`config.mk`:
```
export PLATFORM = sky130hd
export DESIGN_NAME = nonrestoring_divider_p
export DESIGN_NICKNAME = d
export VERILOG_FILES = /design/src/rtl/nonrestoring_divider_p_pkg.sv /design/src/rtl/nonrestoring_divider_p_lod.sv /design/src/rtl/nonrestoring_divider_p.sv
export SDC_FILE = /design/constraint.sdc
export NUM_CORES = 1
export LEC_CHECK = 0
export CORE_ASPECT_RATIO = 1.2
export CORE_MARGIN = 1.5
export CORE_UTILIZATION = 45
export CTS_CLUSTER_DIAMETER = 80
export DETAILED_ROUTE_END_ITERATION = 16
export DONT_BUFFER_PORTS = 1
export PLACE_DENSITY = 0.59
export SETUP_SLACK_MARGIN = 0.1
export SYNTH_ARGS = -nofsm -noshare
export SYNTH_HDL_FRONTEND = slang
export SYNTH_SLANG_ARGS = --single-unit
```
`constraint.sdc`:
```
create_clock -name clk -period 9.8 [get_ports clk]
set_input_delay 0.98 -clock clk [delete_from_list [all_inputs] [get_ports clk]]
set_output_delay 0.98 -clock clk [all_outputs]
set_load 0.01 [all_outputs]
```
`src/rtl/nonrestoring_divider_p_pkg.sv`:
```
// div_pkg: shared types and helpers for the non-restoring divider.
//   state_t  : controller states IDLE/PREP/ITER/FIX
//   cnt_w    : counter width able to hold 0..width+1
//   abs_val  : magnitude of a sign-extended 64-bit operand
package div_pkg;

    typedef enum logic [1:0] {
        IDLE,
        PREP,
        ITER,
        FIX
    } state_t;

    function automatic int cnt_w(input int width);
        return $clog2(width + 2);
    endfunction

    // x must be sign-extended to 64 bits by the caller. The caller keeps only
    // the low WIDTH bits, so -2^(W-1) yields magnitude 2^(W-1).
    function automatic logic [63:0] abs_val(input logic [63:0] x, input logic signed_mode);
        return (signed_mode && x[63]) ? (~x + 64'd1) : x;
    endfunction

endpackage

```
`src/rtl/nonrestoring_divider_p_lod.sv`:
```
// leading_one_detect: bit length of an unsigned value (MSB index + 1, 0 for zero).
//   x   : value to measure
//   len : bit length, 0..WIDTH
module leading_one_detect
    import div_pkg::*;
#(
    parameter int WIDTH = 32,
    parameter int LEN_W = cnt_w(WIDTH)
) (
    input  logic [WIDTH-1:0] x,
    output logic [LEN_W-1:0] len
);

    always_comb begin
        len = '0;
        for (int unsigned i = 0; i < WIDTH; i++) begin
            if (x[i]) begin
                len = LEN_W'(i + 1);
            end
        end
    end

endmodule

```
`src/rtl/nonrestoring_divider_p.sv`:
```
// nonrestoring_divider_p: multi-cycle non-restoring integer divider.
//   clk, rst            : clock, asynchronous active-high reset
//   start               : request, accepted only while busy is low
//   signed_mode         : 1 = two's-complement operands
//   dividend, divisor   : operands, captured with start
//   busy                : operation in flight
//   done                : one-cycle pulse, results valid from this cycle
//   div_by_zero         : divisor was zero (valid with done)
//   q, rem              : quotient and remainder (truncating division)
//   num_add, num_sub    : additions (incl. correction) and subtractions used
module nonrestoring_divider_p
    import div_pkg::*;
#(
    parameter int WIDTH = 32,
    parameter int CNT_W = cnt_w(WIDTH)
) (
    input  logic             clk,
    input  logic             rst,
    input  logic             start,
    input  logic             signed_mode,
    input  logic [WIDTH-1:0] dividend,
    input  logic [WIDTH-1:0] divisor,
    output logic             busy,
    output logic             done,
    output logic             div_by_zero,
    output logic [WIDTH-1:0] q,
    output logic [WIDTH-1:0] rem,
    output logic [CNT_W-1:0] num_add,
    output logic [CNT_W-1:0] num_sub
);

    state_t state;

    logic [WIDTH-1:0]        a_cap;
    logic [WIDTH-1:0]        b_cap;
    logic                    sm_cap;
    logic signed [WIDTH:0]   r_acc;
    logic [WIDTH-1:0]        d_reg;
    logic [WIDTH-1:0]        q_acc;
    logic [CNT_W-1:0]        it_left;
    logic                    sc_flag;
    logic                    dz_flag;

    logic [63:0]             a_ext;
    logic [63:0]             b_ext;
    logic [WIDTH-1:0]        a_mag;
    logic [WIDTH-1:0]        b_mag;
    logic [CNT_W-1:0]        m_len;
    logic [CNT_W-1:0]        n_len;
    logic [CNT_W-1:0]        k_val;
    logic [WIDTH-1:0]        d_init;
    logic signed [WIDTH:0]   r_add;
    logic signed [WIDTH:0]   r_sub;
    logic signed [WIDTH:0]   r_next;
    logic [WIDTH-1:0]        r_corr;
    logic                    a_neg;
    logic                    b_neg;
    logic [WIDTH-1:0]        q_mag;
    logic [WIDTH-1:0]        r_mag;
    logic [WIDTH-1:0]        q_res;
    logic [WIDTH-1:0]        rem_res;

    leading_one_detect #(.WIDTH(WIDTH), .LEN_W(CNT_W)) u_lod_a (.x(a_mag), .len(m_len));
    leading_one_detect #(.WIDTH(WIDTH), .LEN_W(CNT_W)) u_lod_b (.x(b_mag), .len(n_len));

    always_comb begin
        a_ext  = 64'($signed(a_cap));
        b_ext  = 64'($signed(b_cap));
        a_mag  = WIDTH'(abs_val(a_ext, sm_cap));
        b_mag  = WIDTH'(abs_val(b_ext, sm_cap));
        k_val  = m_len - n_len;
        d_init = b_mag << k_val;

        r_add  = r_acc + $signed({1'b0, d_reg});
        r_sub  = r_acc - $signed({1'b0, d_reg});
        r_next = r_acc[WIDTH] ? r_add : r_sub;
        // In FIX d_reg has been walked back down to |b|, so r_add is the correction.
        r_corr = WIDTH'(r_acc[WIDTH] ? r_add : r_acc);

        a_neg  = sm_cap & a_cap[WIDTH-1];
        b_neg  = sm_cap & b_cap[WIDTH-1];
        q_mag  = sc_flag ? '0 : q_acc;
        r_mag  = sc_flag ? a_mag : r_corr;

        if (dz_flag) begin
            q_res   = '1;
            rem_res = a_cap;
        end else begin
            q_res   = (a_neg ^ b_neg) ? ('0 - q_mag) : q_mag;
            rem_res = a_neg ? ('0 - r_mag) : r_mag;
        end
    end

    always_ff @(posedge clk or posedge rst) begin
        if (rst) begin
            state       <= IDLE;
            busy        <= 1'b0;
            done        <= 1'b0;
            div_by_zero <= 1'b0;
            q           <= '0;
            rem         <= '0;
            num_add     <= '0;
            num_sub     <= '0;
            a_cap       <= '0;
            b_cap       <= '0;
            sm_cap      <= 1'b0;
            r_acc       <= '0;
            d_reg       <= '0;
            q_acc       <= '0;
            it_left     <= '0;
            sc_flag     <= 1'b0;
            dz_flag     <= 1'b0;
        end else begin
            done <= 1'b0;
            case (state)
                IDLE: begin
                    if (start) begin
                        a_cap       <= dividend;
                        b_cap       <= divisor;
                        sm_cap      <= signed_mode;
                        num_add     <= '0;
                        num_sub     <= '0;
                        div_by_zero <= 1'b0;
                        busy        <= 1'b1;
                        state       <= PREP;
                    end
                end
                PREP: begin
                    sc_flag <= 1'b0;
                    dz_flag <= 1'b0;
                    if (b_mag == '0) begin
                        dz_flag <= 1'b1;
                        state   <= FIX;
                    end else if (m_len < n_len) begin
                        sc_flag <= 1'b1;
                        state   <= FIX;
                    end else begin
                        r_acc   <= $signed({1'b0, a_mag});
                        d_reg   <= d_init;
                        q_acc   <= '0;
                        it_left <= k_val;
                        state   <= ITER;
                    end
                end
                ITER: begin
                    r_acc <= r_next;
                    if (r_acc[WIDTH]) begin
                        num_add <= num_add + CNT_W'(1);
                    end else begin
                        num_sub <= num_sub + CNT_W'(1);
                    end
                    q_acc <= {q_acc[WIDTH-2:0], ~r_next[WIDTH]};
                    if (it_left == '0) begin
                        state <= FIX;
                    end else begin
                        d_reg   <= d_reg >> 1;
                        it_left <= it_left - CNT_W'(1);
                    end
                end
                FIX: begin
                    if (!dz_flag && !sc_flag && r_acc[WIDTH]) begin
                        num_add <= num_add + CNT_W'(1);
                    end
                    q           <= q_res;
                    rem         <= rem_res;
                    div_by_zero <= dz_flag;
                    done        <= 1'b1;
                    busy        <= 1'b0;
                    state       <= IDLE;
                end
                default: state <= IDLE;
            endcase
        end
    end

endmodule

```
After elaboration in Yosys (flattened, before gate mapping):

Index checks and enable logic that the tools add are counted.

* add/sub/neg operators: 10
* order comparisons: 1
* equal/unequal tests: 11
* shift operators: 1
* muxes and demuxes: 107
* bitwise logic cells: 6
* reductions and logical operators: 20

Operators by type and width (number)
* $mux 32: 14
* $mux 5: 32
* $pmux 32 s2: 2
* $mux 33: 3
* $pmux 33 s2: 1
* $add 32x1->32 const B: 2
* $mux 4: 16
* $not 32->32: 2
* $sub 1x32->32 const A: 2
* $mux 6: 9
* $add 33x33->33: 1
* $sub 33x33->33: 1
* $logic_not 32->1: 1
* $shl 32x6->32: 1
* $mux 3: 8
* $pmux 6 s2: 2
* $pmux 6 s3: 1
* $ne 2x2->1 const B: 8
* $add 6x1->6 const B: 2
* $mux 2: 6
* $mux 1: 10
* $pmux 2 s4: 1
* $reduce_and 4->1: 2
* $logic_not 6->1: 1
* 16 further kinds: 28

* register bits: 251
* input bits: 68
* output and inout bits: 79
* logic and storage cells: 173

Depth between registers and ports, before layout:

* word-level depth: 40
* mapped depth: 30
* mapped depth without buffers: 27

Modules after synthesis:

From an unflattened synthesis, not the netlist that was laid out.

* cells, all modules: 2632
* area total of the unflattened synthesis: 21091.5 um^2

By module, submodules not included
* nonrestoring_divider_p: times used 1, cells each 2510, area an instance 20423.3 um^2, seq. area each 6281.0 um^2
* leading_one_detect: times used 2, cells each 61, area an instance 334.1 um^2, seq. area each 0.0 um^2

Worst setup path before layout:

No wires, ideal clock.

* path kind: reg-to-reg
* start point: reg b_cap[31]
* end point: reg d_reg[28]
* setup time: 138 ps
* data arrival time: 5133 ps
* slack: 4529 ps
* cell stages (with the launch flop): 26
* period minus slack after synthesis: 5271 ps
* cells stage by stage: dfrtp_1 > clkbuf_1 > and2_0 > clkbuf_1 > clkbuf_1 > mux2i_1 > a21oi_1 > o21ai_0 > a21boi_0 > o21ai_0 > a21oi_1 > o21ai_0 > a21o_1 > a21oi_1 > o211a_1 > a211oi_1 > ha_1 > fa_1 > clkbuf_1 > buf_1 > mux2i_1 > mux2i_1 > mux2i_1 > o32ai_1 > a2111oi_0 > a21oi_1

* word-level cells in the longest chain between the ends: 39
* elaborated cells between the ends (all ways): 46
* those cells by class: add/sub (2); order compare (1); eq/ne (2); shift (1); mux (36); bitwise (1); reduce/logical (3)

Ends and longest elaborated chain
* start, declared: line nonrestoring_divider_p.sv:35 `logic [WIDTH-1:0] b_cap;`
* start signal, assigned: line nonrestoring_divider_p.sv:119 `b_cap <= divisor;`
* $logic_and 1x1->1: line nonrestoring_divider_p_pkg.sv:21 `return (signed_mode && x[63]) ? (~x + 64'd1) : x;`
* $mux 32 (*): line nonrestoring_divider_p_pkg.sv:21
* $mux 1: line nonrestoring_divider_p_lod.sv:17 `if (x[i]) begin`
* $mux 2 (2 in a row): line nonrestoring_divider_p_lod.sv:17
* $mux 3 (4 in a row): line nonrestoring_divider_p_lod.sv:17
* $mux 4 (8 in a row): line nonrestoring_divider_p_lod.sv:17
* $mux 5 (16 in a row): line nonrestoring_divider_p_lod.sv:17
* $mux 6: line nonrestoring_divider_p_lod.sv:17
* $sub 6x6->6: line nonrestoring_divider_p.sv:71 `k_val = m_len - n_len;`
* $shl 32x6->32: line nonrestoring_divider_p.sv:72 `d_init = b_mag << k_val;`
* $mux 32: line nonrestoring_divider_p.sv:134 `end else if (m_len < n_len) begin`
* $mux 32: line nonrestoring_divider_p.sv:131 `if (b_mag == '0) begin`
* $pmux 32 s2: line nonrestoring_divider_p.sv:115 `case (state)`
* end signal, assigned: line nonrestoring_divider_p.sv:139 `d_reg <= d_init;`
* end signal, assigned: line nonrestoring_divider_p.sv:156 `d_reg <= d_reg >> 1;`
* end, declared: line nonrestoring_divider_p.sv:38 `logic [WIDTH-1:0] d_reg;`

Mark *: on every way between the ends. The rest lies on a longest branch, timed or not. The select of a mux whose other input is x is not followed.
A chain may end at the register's enable or synchronous reset.

Worst setup path after layout:

* start point: reg b_cap[0]
* end point: reg r_acc[21]

* word-level cells in the longest chain between the ends: 38
* elaborated cells between the ends (all ways): 40
* those cells by class: add/sub (1); order compare (1); eq/ne (2); mux (33); bitwise (1); reduce/logical (2)

Ends and longest elaborated chain
* $not 32->32: line nonrestoring_divider_p_pkg.sv:21
* $add 32x1->32: line nonrestoring_divider_p_pkg.sv:21
* $mux 32 (*): line nonrestoring_divider_p_pkg.sv:21
* $mux 1: line nonrestoring_divider_p_lod.sv:17
* $mux 2 (2 in a row): line nonrestoring_divider_p_lod.sv:17
* $mux 3 (4 in a row): line nonrestoring_divider_p_lod.sv:17
* $mux 4 (8 in a row): line nonrestoring_divider_p_lod.sv:17
* $mux 5 (16 in a row): line nonrestoring_divider_p_lod.sv:17
* $mux 6: line nonrestoring_divider_p_lod.sv:17
* $lt 6x6->1: line nonrestoring_divider_p.sv:134
* $ne 2x2->1 (no source line)
* $reduce_and 3->1 (no source line) (*)
* end signal, assigned: line nonrestoring_divider_p.sv:138 `r_acc <= $signed({1'b0, a_mag});`
* end signal, assigned: line nonrestoring_divider_p.sv:146 `r_acc <= r_next;`
* end, declared: line nonrestoring_divider_p.sv:37 `logic signed [WIDTH:0] r_acc;`

Mark *: on every way between the ends. The rest lies on a longest branch, timed or not.

==> results_tabular.tex <==
\begin{tabular}{lr}
\hline
Metric & Value \\
\hline
\multicolumn{2}{l}{\textbf{Status}} \\
\quad Outcome & completed \\
\multicolumn{2}{l}{\textbf{Timing}} \\
\quad Achievable clock frequency & 141 MHz \\
\quad Unrepaired setup endpoints after global routing & no \\
\quad Actual transition at the worst max-transition pin & 1.22 ns \\
\quad Count of final hold-check violations & 0 \\
\quad Shortest period the worst path allows & 7.12 ns \\
\quad Max-slew headroom & 17.9\% \\
\quad Max Clock Skew & 0.0226 ns \\
\quad Post-route fraction of the period consumed by the critical path & 72.6\% \\
\quad Final setup viols & 0 \\
\quad Max Slew Vio Count & 0 \\
\quad Total negative slack & 0 ns \\
\multicolumn{2}{l}{\textbf{Placed design}} \\
\quad Final weighted congestion in routability-driven placement & 0.955 \\
\quad Placed wire-length estimate after detailed placement & 50600 um \\
\quad IO Port Bufs & 0 \\
\multicolumn{2}{l}{\textbf{Drt}} \\
\quad Starting DRT DRC Count & 1652 \\
\quad DR vias/cell & 6.20 \\
\quad Total number of vias & 19300 \\
\quad Post-route DRC & 0 \\
\quad Post-DRT Antenna Nets & 0 \\
\quad Number of iterations in the first detailed-routing pass & 7 \\
\quad Total detailed-routing wirelength & 67700 um \\
\quad Routed length per placed instance & 21.8 um \\
\multicolumn{2}{l}{\textbf{Clock tree}} \\
\quad Buffer type at the clock tree root & sky130\_fd\_sc\_hd\_\_clkbuf\_16 \\
\quad Post-CTS Setup Bufs & 0 \\
\quad Cts bufs inserted & 30 \\
\quad CTS tree & built \\
\quad Hold-fix buffers at CTS & 0 \\
\quad Clk\_lat worst skew & 0.61 ns \\
\quad Number of instances resized during post-cts repair & 0 \\
\quad Buffers from clock root to sink, at most & 3 \\
\quad Number of clock sinks seen by CTS & 251 \\
\quad Clk slew on worst S/H paths & 0.07 ns \\
\quad H-Tree Level Count & 1 \\
\multicolumn{2}{l}{\textbf{Yosys}} \\
\quad Mapped Nets & 2743 \\
\quad Post-Synthesis Mean Instance Area & 8.09 um\^{}2 \\
\quad Register bit total from synthesis & 251 \\
\quad Ys flop type & sky130\_fd\_sc\_hd\_\_dfrtp\_1 \\
\quad Number of distinct standard cells referenced by the synthesized netlist & 94 \\
\quad EDFF count, synth & 0 \\
\quad Synth Instances & 2588 \\
\quad Proportion of synthesized flip-flops having asynchronous set or reset & 100\% \\
\quad Netlist area before placement & 0.0209 mm\^{}2 \\
\quad Ys Warns & 0 \\
\quad Sequential cell area fraction in the yosys report & 30.0\% \\
\multicolumn{2}{l}{\textbf{Floorplanning}} \\
\quad Die Span Y & 239 um \\
\quad Starting density of the core & 45.6\% \\
\quad Floorplan die width & 200 um \\
\quad Row cnt & 86 \\
\quad Number of top-level pins & 147 \\
\quad Total Die Area & 0.0478 mm\^{}2 \\
\quad Total core area & 0.0459 mm\^{}2 \\
\multicolumn{2}{l}{\textbf{Setup path}} \\
\quad Worst setup SP type & register \\
\quad Start-to-end type of the worst setup path & register to register \\
\quad Critical Path Sink Type & register \\
\quad Worst endpoint data arrival time & 7.61 ns \\
\quad Standard cell with the maximum stage delay on the critical path & sky130\_fd\_sc\_hd\_\_and2\_1 \\
\quad Dominant cell type by count on the critical path & sky130\_fd\_sc\_hd\_\_o21ai\_0 \\
\quad Required time worst endpoint & 10.30 ns \\
\quad Critical path peak fanout & 43 \\
\quad List of cells traversed by the critical path & inv\_1, ha\_1, nor2b\_1, nand4\_1, o21ai\_0, xor2\_1, nand2\_1, o311ai\_0, a31oi\_1, o21ai\_0, ha\_1, nor2b\_1, o21ai\_0, nand2b\_1, a21o\_1, nand2\_1, nand3b\_1, a21boi\_2, nand2\_2, and2\_1, a211oi\_1, a21o\_1 \\
\quad CP max stage delay & 0.96 ns \\
\multicolumn{2}{l}{\textbf{Global route}} \\
\quad Global-route wire length before repair & 105000 um \\
\quad Total GRT Usage & 27.8\% \\
\quad Number of antenna violations at the first check in global routing & 0 \\
\quad Aggregate global routing overflow & 0 \\
\quad Largest net degree at the start of global routing & 132 \\
\quad Via count of the first global-routing pass & 18300 \\
\multicolumn{2}{l}{\textbf{Cells and area}} \\
\quad Register with the highest flop count & r\_acc \\
\quad Layout cell share with drive strength beyond 1 & 9.31\% \\
\quad Area added between synthesis and finish & 6.56\% \\
\quad Antenna Cells & 0 \\
\quad Combined flip-flop and latch cell area & 0.00628 mm\^{}2 \\
\quad Multi-input gate area in the final layout & 0.0136 mm\^{}2 \\
\quad Flip-flop count of the largest register, all copies and words added & 33 \\
\quad Net count of the finished layout & 2626 \\
\quad Filler cells & 4502 \\
\multicolumn{2}{l}{\textbf{Worst hold path}} \\
\quad Path class of the lowest-slack min-delay path & input port to async pin \\
\multicolumn{2}{l}{\textbf{Job}} \\
\quad Max-cap violations & 0 \\
\hline
\end{tabular}
==> worst max-delay path: cells and delay by family, from the launching register on <==
family,cells,cell delay [ns]
flops,1,0.47
buf+inv,1,0.09
simple gates,9,3.22
compound gates,9,2.32
xor+xnor,1,0.31
fa+ha+maj,2,0.56
==> cell families after synthesis <==
logic type      after synthesis  share of synthesized area [%]
compound gates              785                           24.4
buf+inv                     277                           5.16
fa+ha+maj                    87                           5.31
simple gates                868                           19.8
flops                       251                           30.0
mux                         162                           8.68
xor+xnor                    158                           6.64
==> layout by cell type (no fill, tap or decap), types with 79 or more instances in the layout <==
master / instances
sky130_fd_sc_hd__inv_1: 95
sky130_fd_sc_hd__nand3_1: 79
sky130_fd_sc_hd__xnor2_1: 104
sky130_fd_sc_hd__ha_1: 82
sky130_fd_sc_hd__nand2_1: 245
sky130_fd_sc_hd__o21ai_0: 167
sky130_fd_sc_hd__dfrtp_1: 248
sky130_fd_sc_hd__nor2_1: 257
sky130_fd_sc_hd__mux2_2: 87
sky130_fd_sc_hd__a21oi_1: 246
==> path summary, 6_finish.rpt <==
kind | from | end | slack, ns | cells after the start
max reg2reg | b_cap[0] | r_acc[21] | 2.68 | 22
min in group clk | it_left[1] | it_left[1] | 0.51 | 2
max in group asynchronous | rst | sc_flag | 7.82 | 2
min | rst | rem[9] | 0.42 | 1
max | b_cap[0] | r_acc[21] | 2.68 | 22
min reg2reg | it_left[1] | it_left[1] | 0.51 | 2
==> synthesized netlist by cell type, drive strengths merged, types with 10 or more instances <==
library cell	n	share of area (%)
and3	17	0.51
a221o	12	0.57
nor2b	34	1.0
mux2i	68	3.3
o21bai	10	0.36
inv	97	1.7
nand2	248	4.5
and2	16	0.48
xor2	53	2.3
o21ai	175	4.2
nand3	79	1.9
ha	84	5.0
a221oi	22	0.92
a211oi	41	1.5
or4	14	0.52
o31ai	34	1.3
a21o	27	0.97
a21oi	246	5.9
o211ai	23	0.82
clkbuf	131	2.4
nand4	18	0.67
nor2	258	4.6
or3	20	0.60
nand2b	20	0.60
xnor2	105	4.4
o21a	23	0.82
o41ai	12	0.57
dfrtp	251	30
mux2	87	4.7
nor3	81	2.1
a31oi	33	0.99
nor4	25	0.95
and4	10	0.42
buf	46	1.0
==> metal layers <==
metal  track usage [%]  vias up  wire length [um]
met5                 0        -                 0
met4              9.30        0              2280
met3              3.20      111              4190
met2              44.7      630             31000
met1              38.5     9387             30200
li1                  -     9153                 -
==> per-stage QoR <==
stage	hold WS [ns]	area, um^2	std cells	worst slack (ns)	utilization, %
floorplan	0.465	20900	2588	1.92	-
global placement	0.486	21300	3055	2.89	46.3
detailed placement	0.502	21300	3055	2.78	46.3
CTS	0.462	22300	3108	2.75	48.6
global route	0.487	22300	3108	2.13	48.6
finish	0.419	22300	3108	2.68	48.6
==> final cells by class <==
class / count / share of cell area [%]
sequential: 251 / 28.2
clock inverter: 16 / 0.920
multi-input combinational: 2060 / 61.1
clock buffer: 37 / 3.71
timing repair buffer: 28 / 0.942
inverter: 100 / 1.72
tap: 616 / 3.45
Power is left out: the tool's default activity adds up to more than one toggle a clock period on the data nets, which glitch-free logic cannot reach.
